$ cat config.mk
export PLATFORM = sky130hd
export DESIGN_NAME = stream_fifo_ctrl
export DESIGN_NICKNAME = d
export VERILOG_FILES = /design/src/rtl/stream_fifo_ctrl.sv
export SDC_FILE = /design/constraint.sdc
export NUM_CORES = 1
export LEC_CHECK = 0
export ABC_CLOCK_PERIOD_IN_PS = 2630
export BUFFER_PORTS_ARGS = -buffer_cell sky130_fd_sc_hd__buf_2
export CAP_MARGIN = 15
export CORE_MARGIN = 1
export CORE_UTILIZATION = 53
export CTS_CLUSTER_DIAMETER = 120
export DETAILED_ROUTE_END_ITERATION = 10
export GPL_ROUTABILITY_DRIVEN = 0
export PLACE_DENSITY = 0.73
export SYNTH_ARGS = -nofsm -noshare
export SYNTH_HDL_FRONTEND = slang
export SYNTH_SLANG_ARGS = --single-unit
$ cat constraint.sdc
create_clock -name clk_i -period 2.63 [get_ports clk_i]
set_input_delay 0.526 -clock clk_i [delete_from_list [all_inputs] [get_ports clk_i]]
set_output_delay 0.526 -clock clk_i [all_outputs]
set_load 0.05 [all_outputs]
$ cat src/rtl/stream_fifo_ctrl.sv
// stream_fifo_ctrl: power-of-two valid/ready FIFO with optional fall-through bypass,
// occupancy count, almost-full/empty flags and flush. Define STREAM_FIFO_PEAK_EN for peak_o.
module stream_fifo_ctrl #(
    parameter int DATA_WIDTH   = 8,
    parameter int DEPTH        = 8,
    parameter int FALL_THROUGH = 0,
    parameter int AF_THRESH    = DEPTH - 1,
    parameter int AE_THRESH    = 1
) (
    input  logic                      clk_i,
    input  logic                      srst_i,
    input  logic                      flush_i,
    input  logic [DATA_WIDTH-1:0]     elem_in_i,
    input  logic                      elem_in_valid_i,
    output logic                      elem_in_ready_o,
    output logic [DATA_WIDTH-1:0]     elem_out_o,
    output logic                      elem_out_valid_o,
    input  logic                      elem_out_ready_i,
    output logic [$clog2(DEPTH):0]    count_o,
    output logic                      almost_full_o,
`ifdef STREAM_FIFO_PEAK_EN
    output logic [$clog2(DEPTH):0]    peak_o,
`endif
    output logic                      almost_empty_o
);

    localparam int AW = $clog2(DEPTH);
    localparam int CW = AW + 1;
    localparam logic [CW-1:0] ONE    = CW'(1);
    localparam logic [CW-1:0] AF_LVL = CW'(AF_THRESH);
    localparam logic [CW-1:0] AE_LVL = CW'(AE_THRESH);

    logic [DATA_WIDTH-1:0] mem_q [DEPTH];
    logic [CW-1:0] wr_ptr_q, wr_ptr_d;
    logic [CW-1:0] rd_ptr_q, rd_ptr_d;
    logic [CW-1:0] count_q, count_d;
    logic [AW-1:0] wr_idx, rd_idx;
    logic          empty, full, blocked;
    logic          push, pop, bypass, wr_en, rd_en;

    // NOTE: every signal gets a default at the top of always_comb so no path infers a latch.
    always_comb begin
        wr_idx  = wr_ptr_q[AW-1:0];
        rd_idx  = rd_ptr_q[AW-1:0];
        empty   = (wr_ptr_q == rd_ptr_q);
        full    = (wr_idx == rd_idx) && (wr_ptr_q[AW] != rd_ptr_q[AW]);
        blocked = srst_i || flush_i;

        // A pop on a full FIFO frees the slot for a write in the same cycle.
        elem_in_ready_o = !blocked && (!full || elem_out_ready_i);

        if ((FALL_THROUGH != 0) && empty) begin
            elem_out_valid_o = !blocked && elem_in_valid_i;
            elem_out_o       = elem_in_i;
        end else begin
            elem_out_valid_o = !blocked && !empty;
            elem_out_o       = mem_q[rd_idx];
        end

        push   = elem_in_valid_i && elem_in_ready_o;
        pop    = elem_out_valid_o && elem_out_ready_i;
        bypass = (FALL_THROUGH != 0) && empty && push && pop;
        wr_en  = push && !bypass;
        rd_en  = pop && !bypass;

        wr_ptr_d = wr_en ? wr_ptr_q + ONE : wr_ptr_q;
        rd_ptr_d = rd_en ? rd_ptr_q + ONE : rd_ptr_q;
        unique case ({wr_en, rd_en})
            2'b10:   count_d = count_q + ONE;
            2'b01:   count_d = count_q - ONE;
            default: count_d = count_q;
        endcase

        if (flush_i) begin
            wr_ptr_d = '0;
            rd_ptr_d = '0;
            count_d  = '0;
        end
    end

    always_ff @(posedge clk_i) begin
        if (srst_i) begin
            wr_ptr_q <= '0;
            rd_ptr_q <= '0;
            count_q  <= '0;
        end else begin
            wr_ptr_q <= wr_ptr_d;
            rd_ptr_q <= rd_ptr_d;
            count_q  <= count_d;
        end
    end

    // NOTE: the storage array has no reset; pointers alone define which entries are live.
    always_ff @(posedge clk_i) begin
        if (wr_en) begin
            mem_q[wr_idx] <= elem_in_i;
        end
    end

    assign count_o        = count_q;
    assign almost_full_o  = (count_q >= AF_LVL);
    assign almost_empty_o = (count_q <= AE_LVL);

`ifdef STREAM_FIFO_PEAK_EN
    logic [CW-1:0] peak_q, peak_d;

    // count never exceeds DEPTH, so the high-water mark saturates there on its own.
    always_comb begin
        peak_d = (count_d > peak_q) ? count_d : peak_q;
        if (flush_i) begin
            peak_d = '0;
        end
    end

    always_ff @(posedge clk_i) begin
        if (srst_i) begin
            peak_q <= '0;
        end else begin
            peak_q <= peak_d;
        end
    end

    assign peak_o = peak_q;
`endif

endmodule

==> results of run 1 <==
per-layer routing:
| metal | global-route usage (%) | routed length (um) | share of wire [%] | vias to the layer above |
|---|---|---|---|---|
| li1 | - | - | - | 919 |
| met1 | 27.1 | 2760 | 45 | 957 |
| met2 | 33.0 | 3100 | 51 | 47 |
| met3 | 4.44 | 229 | 3.7 | 4 |
| met4 | 7.54 | 31 | 0.51 | 0 |
| met5 | 0 | 0 | 0 | - |
state kept, by name, indices dropped and copies added, names as in the netlist, named ones only:
register,count
rd_ptr_q,4
wr_ptr_q,4
mem_q,64
count_o,4
layout make-up:
cell class | instances | area (um2) | area share (%)
sequential | 79 | 2220 | 55.7
multi-input combinational | 112 | 1090 | 27.3
timing repair buffer | 53 | 340 | 8.53
clock buffer | 9 | 124 | 3.11
clock inverter | 7 | 95.1 | 2.38
tap | 75 | 93.8 | 2.35
inverter | 6 | 22.5 | 0.565
metrics by stage:
stage          instances  hold WS (ps)  util [%]  area [um2]
2_1_floorplan        208           466         -        3380
3_3_place_gp         325           492      62.4        3760
3_5_place_dp         325           498      62.4        3760
4_1_cts              341           443      66.1        3980
5_1_grt              341           448      66.2        3990
6_report             341           457      66.2        3990
worst register-to-register path: stages, from the launching register on:
cell     delay, ps
dfxtp_2        370
xor2_4         190
or3_4          390
or2_0          250
nand3_1        100
ha_1           160
or4b_2         600
a21oi_2        150
xnor2_1        130
nor2_1          50
power by group:
part	switching (mW)	internal [mW]
clock network	0.429	0.536
registers	0.00597	1.36
logic	0.103	0.0612
total	0.537	1.95
final timing paths:
path | cells past startpoint | end | startpoint | slack, ps
worst max-delay path | 6 | elem_in_ready_o | rd_ptr_q[1] | 100
worst min-delay path | 1 | mem_q[0][4] | elem_in_i[4] | 460
worst max register to register | 9 | count_o[3] | rd_ptr_q[1] | 130
worst min register to register | 2 | rd_ptr_q[3] | rd_ptr_q[3] | 510
kinds of logic after synthesis:
kind of cell / count (synthesis) / share of synthesized area, %
AND/OR/NAND/NOR: 52 / 8.27
buffers and inverters: 17 / 2.45
multiplexers: 25 / 13.6
XOR/XNOR: 8 / 2.63
adder cells (fa/ha/maj): 6 / 2.22
AO/OA/AOI/OAI: 21 / 4.97
flip-flops: 79 / 65.8
cells in the final DEF (no fill, tap or decap), types with 4 or more instances in the layout:
cell / n
edfxtp_1: 64
buf_2: 28
buf_4: 24
mux4_2: 16
nor2_1: 15
dfxtp_1: 14
clkbuf_8: 9
mux2_2: 8
nor3_1: 8
xor2_1: 6
inv_1: 6
nand2_1: 6
ha_1: 6
or3_1: 5
o21ai_0: 4
==> flow_summary.yaml, run 1 <==
detailed_routing:
  ant_nets: 0
  avgRoutedWirePerCell_um: 18.0
  totalWireLength_mm: 6.12
  drc: 0
  vias_per_cell: 5.65
  dr_total_vias: 1927
  dr.pass1.iters: 4
  dr.first_iter.drc_count: 109
timing:
  finalCritPeriodShare_pct: 96.2
  hold_viol: 0
  setup_viol_count_final: 0
  max-slew-margin-rel_pct: 36.9
  final.setup.worst_slack_ps: 99.9
  fin_worst_skew_ps: 8.07
  tns_ps: 0
  fmax_mhz: 395
  period_needed_ps: 2530
  worstMarginPinSlew_ps: 944
  drv_slew: 0
floorplanning:
  rows: 28
  fp.dieW_um: 81.8
  fp.coreArea_mm2: 0.00603
  dieArea_mm2: 0.00669
  io-pin-count: 29
  die_h_um: 81.8
  initial_utilization_pct: 56.0
synthesis:
  ys_ff_latch: 79
  synthTopCellsByArea: "edfxtp_1 57%, mux4_2 11%, dfxtp_1 8.9%"
  synth-main-ff-cell: "edfxtp_1"
  synth.most_common_cell: "edfxtp_1"
  ys_seq_area_share_pct: 65.8
  synthCells: 208
  synth_top_area_share_pct: 56.9
  synthArstFlopShare_pct: 0
  ys_types: 45
  synth_area_leader_cell: "edfxtp_1"
  yosysWarnings: 0
  syn_area_mm2: 0.00338
  syn_area_per_cell_um2: 16.2
  yosys-top-cells-count: "64 x edfxtp_1, 16 x mux4_2, 16 x nor2_1, 15 x dfxtp_1"
  synth-edff-count: 64
  synth_nets: 227
setup_path:
  crit_slowest_cell: "or3_4"
  critPathCaptureType: "output port"
  crit_chain: "xor2_4, or3_4, buf_4, nor2_2, nor2_1, buf_2"
  crit_family: "simple AND/OR/NAND/NOR gates"
  criticalPathCategory: "flip-flop to output port"
  cp.arrival_ps: 2000
  cpPeakStageDelay_ps: 390
  crit_buf_inv: 2
  crit_fanout: 11
  worstSetupStartpointType: "flip-flop"
  cp.required_ps: 2100
final_layout:
  finalNetCount: 280
  fillers: 447
  final_layout_size_suffix_gt1_share_pct: 39.8
  antennaDiodeCount: 0
  synthToLayoutAreaGrowth_pct: 18.2
global_routing:
  grt_pass1_wl_mm: 9.61
  grt_use_total_pct: 20.4
  grt_start_max_net_pins: 17
  antenna_found_initial: 0
  grt_pass1_vias: 1879
  grt_overflow: 0
clock_tree:
  root_buffer: "clkbuf_8"
  post_cts_buffers: 0
  clock_latency_ps: 330
  max-clock-path-buffers: 2
  cts.clk_slew.worst_paths_ps: 80
  cts_sinks: 79
  ctsHtreeMaxLevel: 3
  cts_resized: 1
  cts_buffers: 9
  hold_buffers: 0
  cts_tree: "done"
power:
  cellPowerDensity_mw_per_mm2: 625
  irDropWorstVdd_uv: 338
  total_leakage_power_nw: 1.42
  power_mw: 2.49
placement:
  port_buffers: 28
  pre_cts_ws_ps: 96.6
  hpwl_mm: 4.19
flow_run:
  max-cap-violations: 0
min_path:
  min_path_type: "input pin to flip-flop"
status:
  outcome: "completed"
Note: power is estimated with default switching activity, not from simulation.
==> run 2: changes to the inputs <==
--- a/config.mk
+++ b/config.mk
@@ -8,6 +8,7 @@
 export ABC_CLOCK_PERIOD_IN_PS = 2630
 export BUFFER_PORTS_ARGS = -buffer_cell sky130_fd_sc_hd__buf_2
 export CAP_MARGIN = 15
+export CORE_ASPECT_RATIO = 0.75
 export CORE_MARGIN = 1
 export CORE_UTILIZATION = 53
 export CTS_CLUSTER_DIAMETER = 120
==> constraint.sdc (replaced) <==
create_clock -name clk_i -period 2.63 [get_ports clk_i]
set_input_delay 0 -clock clk_i [delete_from_list [all_inputs] [get_ports clk_i]]
set_output_delay 0 -clock clk_i [all_outputs]
set_load 0.05 [all_outputs]
==> run 2 against run 1 <==
Core utilization increased by 0.45 points. Clock-buffer cell count is 1 higher. Clock power down 14%. Largest cell class unchanged. Combinational power up 5%. Die area is essentially flat. Register-to-register slack better by 110 ps. Routed wire length rose by 0.56%.
==> flow_summary.yaml, run 2 (same netlist as run 1, synthesis figures left out) <==
final_layout:
  antennaDiodeCount: 0
  fillers: 407
  top_register: "mem_q"
  largest_reg_flops: 64
  final_layout_size_suffix_gt1_share_pct: 37.1
  finalNetCount: 281
  finalCoreUtilization_pct: 66.6
  regArea_mm2: 0.00223
  layout_commonest_cell: "edfxtp_1"
  multi_input_area_mm2: 0.00109
  final_cell_mix: "64 x edfxtp_1, 28 x buf_2, 18 x buf_4, 16 x nor2_1, 16 x mux4_2"
  synthToLayoutAreaGrowth_pct: 18.0
timing:
  max-slew-margin-rel_pct: 23.6
  tns_ps: 0
  rsz0062_at_grt: "false"
  drv_slew: 0
  period_needed_ps: 2390
  fin_worst_skew_ps: 16.0
  fmax_mhz: 418
  finalCritPeriodShare_pct: 90.9
  hold_viol: 0
  worstMarginPinSlew_ps: 1140
  setup_viol_count_final: 0
  hold-worst-slack_ps: 76.3
floorplanning:
  dieArea_mm2: 0.00670
  initial_utilization_pct: 56.5
  die_h_um: 71.1
  rows: 24
  fp.dieW_um: 94.2
  io-pin-count: 29
  fp.coreArea_mm2: 0.00598
global_routing:
  grt_pass1_vias: 1881
  grt_use_met2_pct: 31.1
  grt_start_max_net_pins: 17
  antenna_found_initial: 0
  grt_util_met3_pct: 6.45
  grt_pass1_wl_mm: 9.99
  grt_overflow: 0
  grt_use_total_pct: 21.0
  met1_usage_pct: 29.9
  grt.busiest_layer: "met2"
detailed_routing:
  drc: 0
  dr.pass1.iters: 5
  avgRoutedWirePerCell_um: 17.8
  ant_nets: 0
  totalWireLength_mm: 6.16
  dr.first_iter.drc_count: 135
  vias_per_cell: 5.57
  dr_total_vias: 1922
min_path:
  min-delay-start: "srst_i"
  min_path_type: "input pin to flip-flop"
clock_tree:
  ctsHtreeMaxLevel: 3
  cts.clk_slew.worst_paths_ps: 80
  root_buffer: "clkbuf_8"
  cts_tree: "done"
  clock_latency_ps: 350
  cts_sinks: 79
  post_cts_buffers: 0
  cts_buffers: 9
  max-clock-path-buffers: 2
setup_path:
  cp.required_ps: 2850
  critPathLaunch: "rd_ptr_q[1]"
  crit_fanout: 4
  worstSetupStartpointType: "flip-flop"
  cp.arrival_ps: 2620
  regToRegStartpoint: "rd_ptr_q[1]"
  criticalPathCategory: "flip-flop to flip-flop"
  critPathCaptureType: "flip-flop"
power:
  power_mw: 2.36
  irDropWorstVdd_uv: 511
  total_leakage_power_nw: 1.39
  cellPowerDensity_mw_per_mm2: 594
placement:
  hpwl_mm: 4.10
  port_buffers: 28
status:
  outcome: "completed"
flow_run:
  max-cap-violations: 0
[run 2: cell types whose count changed in the layout (fill, tap and decap cells not counted), moves of 2 or more]
cell	before	now
buf_4	24	18
dlygate4sd3_1	0	8
clkinvlp_4	0	2
bufinv_16	2	0
[run 2: per-stage QoR]
step / cells / setup slack, ps / instance area [um2]
floorplan: 208 / 67.9 / 3380
global placement: 321 / 97.5 / 3700
detailed placement: 321 / 49.8 / 3700
CTS: 345 / 40.1 / 3970
global route: 345 / 147 / 3980
finish: 345 / 239 / 3980
[run 2: worst paths after layout]
kind / endpoint / slack [ps] / depth (start not counted)
min: wr_ptr_q[0] / 80 / 4
max reg2reg: count_o[3] / 240 / 9
min reg2reg: rd_ptr_q[3] / 520 / 2
max: count_o[3] / 240 / 9
[run 2: layout make-up]
type	count	area share [%]
inverters	6	0.566
well taps	78	2.45
flip-flops and latches	79	55.9
clock buffers	10	3.46
repair buffers	54	8.92
multi-input cells	112	27.4
clock inverters	6	1.32
[run 2: timing repair]
| item | in CTS | in global routing |
|---|---|---|
| hold buffers | 8 | 0 |
| setup endpoints to repair | 0 | 1 |
| endpoints found under the hold margin | 64 | 0 |
| gates resized for setup | 0 | 5 |
[run 2: worst max-delay path, stage by stage, from the launching register on]
cell	delay, ps
dfxtp_4	370
xor2_4	180
or3_4	390
or2_1	260
nand3_1	90
ha_1	170
or4b_4	460
a21oi_2	160
xnor2_1	130
nor2_1	60
[run 2: where the power goes]
part           switching [mW]  internal [mW]
registers             0.00554           1.36
clock network           0.448          0.381
logic                   0.105         0.0680
total                   0.558           1.81
[run 2: metal layers]
metal	up-vias	wire, um
li1	923	-
met1	950	2850
met2	43	2930
met3	6	316
met4	0	68
met5	-	0
==> run 3: changes to the inputs <==
--- a/config.mk
+++ b/config.mk
@@ -5,6 +5,7 @@
 export SDC_FILE = /design/constraint.sdc
 export NUM_CORES = 1
 export LEC_CHECK = 0
+export ABC_AREA = 1
 export ABC_CLOCK_PERIOD_IN_PS = 2630
 export BUFFER_PORTS_ARGS = -buffer_cell sky130_fd_sc_hd__buf_2
 export CAP_MARGIN = 15
@@ -15,6 +16,7 @@
 export DETAILED_ROUTE_END_ITERATION = 10
 export GPL_ROUTABILITY_DRIVEN = 0
 export PLACE_DENSITY = 0.73
+export SETUP_SLACK_MARGIN = 0.5
 export SYNTH_ARGS = -nofsm -noshare
 export SYNTH_HDL_FRONTEND = slang
 export SYNTH_SLANG_ARGS = --single-unit
==> run 3 against run 2 <==
Clock skew is 5.5 ps lower. Critical path type unchanged. First-iteration DRC count is 87% higher. Sequential cell count stayed put. Register-to-register slack better by 430 ps. Combinational power is 39% lower. Critical endpoint unchanged. Sequential share of layout area is 0.82 points lower. Via count is 22% higher. Critical path depth is 3 higher. Area after synthesis is 1.1% higher. Final cell count is 28% higher.
==> flow_summary.yaml, run 3 <==
clock_tree:
  cts.clk_slew.worst_paths_ps: 70
  max-clock-path-buffers: 2
  root_buffer: "clkbuf_8"
  cts_sinks: 79
  cts_tree: "done"
  cts_buffers: 9
  ctsHtreeMaxLevel: 3
  clock_latency_ps: 360
setup_path:
  criticalPathCategory: "flip-flop to flip-flop"
  cp.arrival_ps: 2210
  cp.depth: 12
  crit_buf_inv: 1
  crit_slowest_cell: "dfxtp_1"
  cpPeakStageDelay_ps: 520
  crit_fanout: 7
  r2r.worst_path.cells: 12
  worstSetupStartpointType: "flip-flop"
  crit_family: "simple AND/OR/NAND/NOR gates"
  cp.required_ps: 2880
  critPathCaptureType: "flip-flop"
  crit_chain: "xnor2_2, nand3_4, nand3_2, inv_2, ha_2, nor2_1, nand3_1, o21ai_0, o21ai_0, nand2_1, nand2_1, nor2_1"
  r2r_setup_slack_ps: 670
synthesis:
  syn_area_mm2: 0.00341
  ys_seq_area_share_pct: 65.1
  synth-edff-count: 64
  yosys-top-cells-count: "64 x edfxtp_1, 60 x nor2_1, 44 x nand2_1, 23 x o21ai_0, 16 x o32ai_1"
  synthCells: 305
  synth-main-ff-cell: "edfxtp_1"
  synth_nets: 324
  synthTopCellsByArea: "edfxtp_1 56%, dfxtp_1 8.8%, nor2_1 6.6%"
  ys_ff_latch: 79
  synth_top_area_share_pct: 56.3
  synth.most_common_cell: "edfxtp_1"
  syn_area_per_cell_um2: 11.2
  synthArstFlopShare_pct: 0
  yosysWarnings: 0
  synth_area_leader_cell: "edfxtp_1"
  ys_types: 24
power:
  power_mw: 2.33
  irDropWorstVdd_uv: 346
  power.internal_mw: 1.83
  total_leakage_power_nw: 1.52
  pwr-share-comb_pct: 4.6
  cellPowerDensity_mw_per_mm2: 575
  seqPwrFrac_pct: 58.3
  clkPwrFrac_pct: 37.1
  switching_share_pct: 21.3
  p_sw_mw: 0.496
global_routing:
  grt_use_total_pct: 21.9
  grt_pass1_wl_mm: 10.8
  grt_pass1_vias: 2204
  grt_start_max_net_pins: 33
  grt_overflow: 0
  antenna_found_initial: 0
timing:
  fmax_mhz: 510
  rsz0062_at_grt: "true"
  tns_ps: 0
  period_needed_ps: 1960
  fin_worst_skew_ps: 10.5
  drv_slew: 0
  hold_viol: 0
  finalCritPeriodShare_pct: 74.6
  worstMarginPinSlew_ps: 407
  max-slew-margin-rel_pct: 72.9
  setup_viol_count_final: 0
floorplanning:
  fp.dieW_um: 94.7
  die_h_um: 71.5
  fp.coreArea_mm2: 0.00601
  io-pin-count: 29
  initial_utilization_pct: 56.8
  dieArea_mm2: 0.00677
  rows: 24
status:
  outcome: "completed"
final_layout:
  largest_reg_flops: 64
  fillers: 450
  antennaDiodeCount: 0
  top_register: "mem_q"
  synthToLayoutAreaGrowth_pct: 18.5
  layout_commonest_cell: "edfxtp_1"
  final_layout_size_suffix_gt1_share_pct: 22.5
  regArea_mm2: 0.00223
  multi_input_area_mm2: 0.00107
  finalNetCount: 379
  final_cell_mix: "64 x edfxtp_1, 60 x nor2_1, 44 x nand2_1, 28 x buf_2, 23 x o21ai_0"
min_path:
  min_path_type: "input pin to flip-flop"
  min_path_cells: 5
detailed_routing:
  dr.first_iter.drc_count: 252
  totalWireLength_mm: 6.61
  dr.pass1.iters: 4
  drc: 0
  vias_per_cell: 5.27
  dr_total_vias: 2336
  avgRoutedWirePerCell_um: 14.9
  ant_nets: 0
flow_run:
  max-cap-violations: 0
placement:
  port_buffers: 28
  hpwl_mm: 4.19
[run 3: cell count changes after synthesis, moves of 7 or more]
cell / change
nor2_1: +44
mux2_2: -8
inv_1: +7
mux4_2: -16
o32ai_1: +16
nand2_1: +38
o21ai_0: +19
[run 3: kinds of logic after synthesis]
logic type	share of synthesized area (%)
AO/OA/AOI/OAI	8.83
XOR/XNOR	1.76
flip-flops	65.1
buffers and inverters	3.63
adder cells (fa/ha/maj)	2.20
AND/OR/NAND/NOR	18.5
[run 3: timing repair]
item | CTS | global route
endpoints found under the setup margin | 0 | 10
hold endpoints to repair | 70 | 0
hold buffers | 13 | 0
gates resized for setup | 0 | 9
buffers inserted | 0 | 3
[run 3: final cells by class]
cell class	instances	area share (%)
tap	78	2.41
clock buffer	11	3.25
timing repair buffer	56	9.46
sequential	79	55.1
clock inverter	5	1.42
inverter	19	1.82
multi-input combinational	195	26.6
[run 3: worst paths after layout]
| path | from | end |
|---|---|---|
| min | flush_i | count_o[3] |
| max reg2reg | wr_ptr_q[2] | count_o[3] |
| max | wr_ptr_q[2] | count_o[3] |
| min reg2reg | wr_ptr_q[3] | wr_ptr_q[3] |
[run 3: per-layer routing]
metal,GRT usage (%),up-vias,share of wire [%]
li1,-,1183,-
met1,30.1,1097,48
met2,32.9,48,45
met3,8.28,8,5.8
met4,5.56,0,0.83
met5,0,-,0
[run 3: worst register-to-register path, cell delays in order (launching register included)]
cell and delay [ps]:
dfxtp_1 520, xnor2_2 220, nand3_4 140, nand3_2 130, inv_2 50, ha_2 370, nor2_1 60, nand3_1 50
o21ai_0 70, o21ai_0 100, nand2_1 70, nand2_1 60, nor2_1 30
[run 3: stage by stage]
step | hold slack, ps | cell area (um2) | worst slack [ps] | utilization, % | cells
2_1_floorplan | 98.9 | 3410 | 596 | - | 305
3_3_place_gp | 280 | 3690 | 612 | 61.4 | 411
3_5_place_dp | 286 | 3690 | 552 | 61.4 | 411
4_1_cts | 103 | 4010 | 538 | 66.7 | 440
5_1_grt | 150 | 4050 | 429 | 67.4 | 443
6_report | 114 | 4050 | 669 | 67.4 | 443
[run 3: power by group through the flow]
stage                     combinational [mW]  clock [mW]  sequential (mW)
after floorplan                       0.0489           0             1.39
after global placement                0.0871           0             1.38
after detailed placement              0.0890           0             1.39
after CTS                              0.103       0.876             1.36
after global routing                   0.116       0.922             1.36
final                                  0.106       0.863             1.36
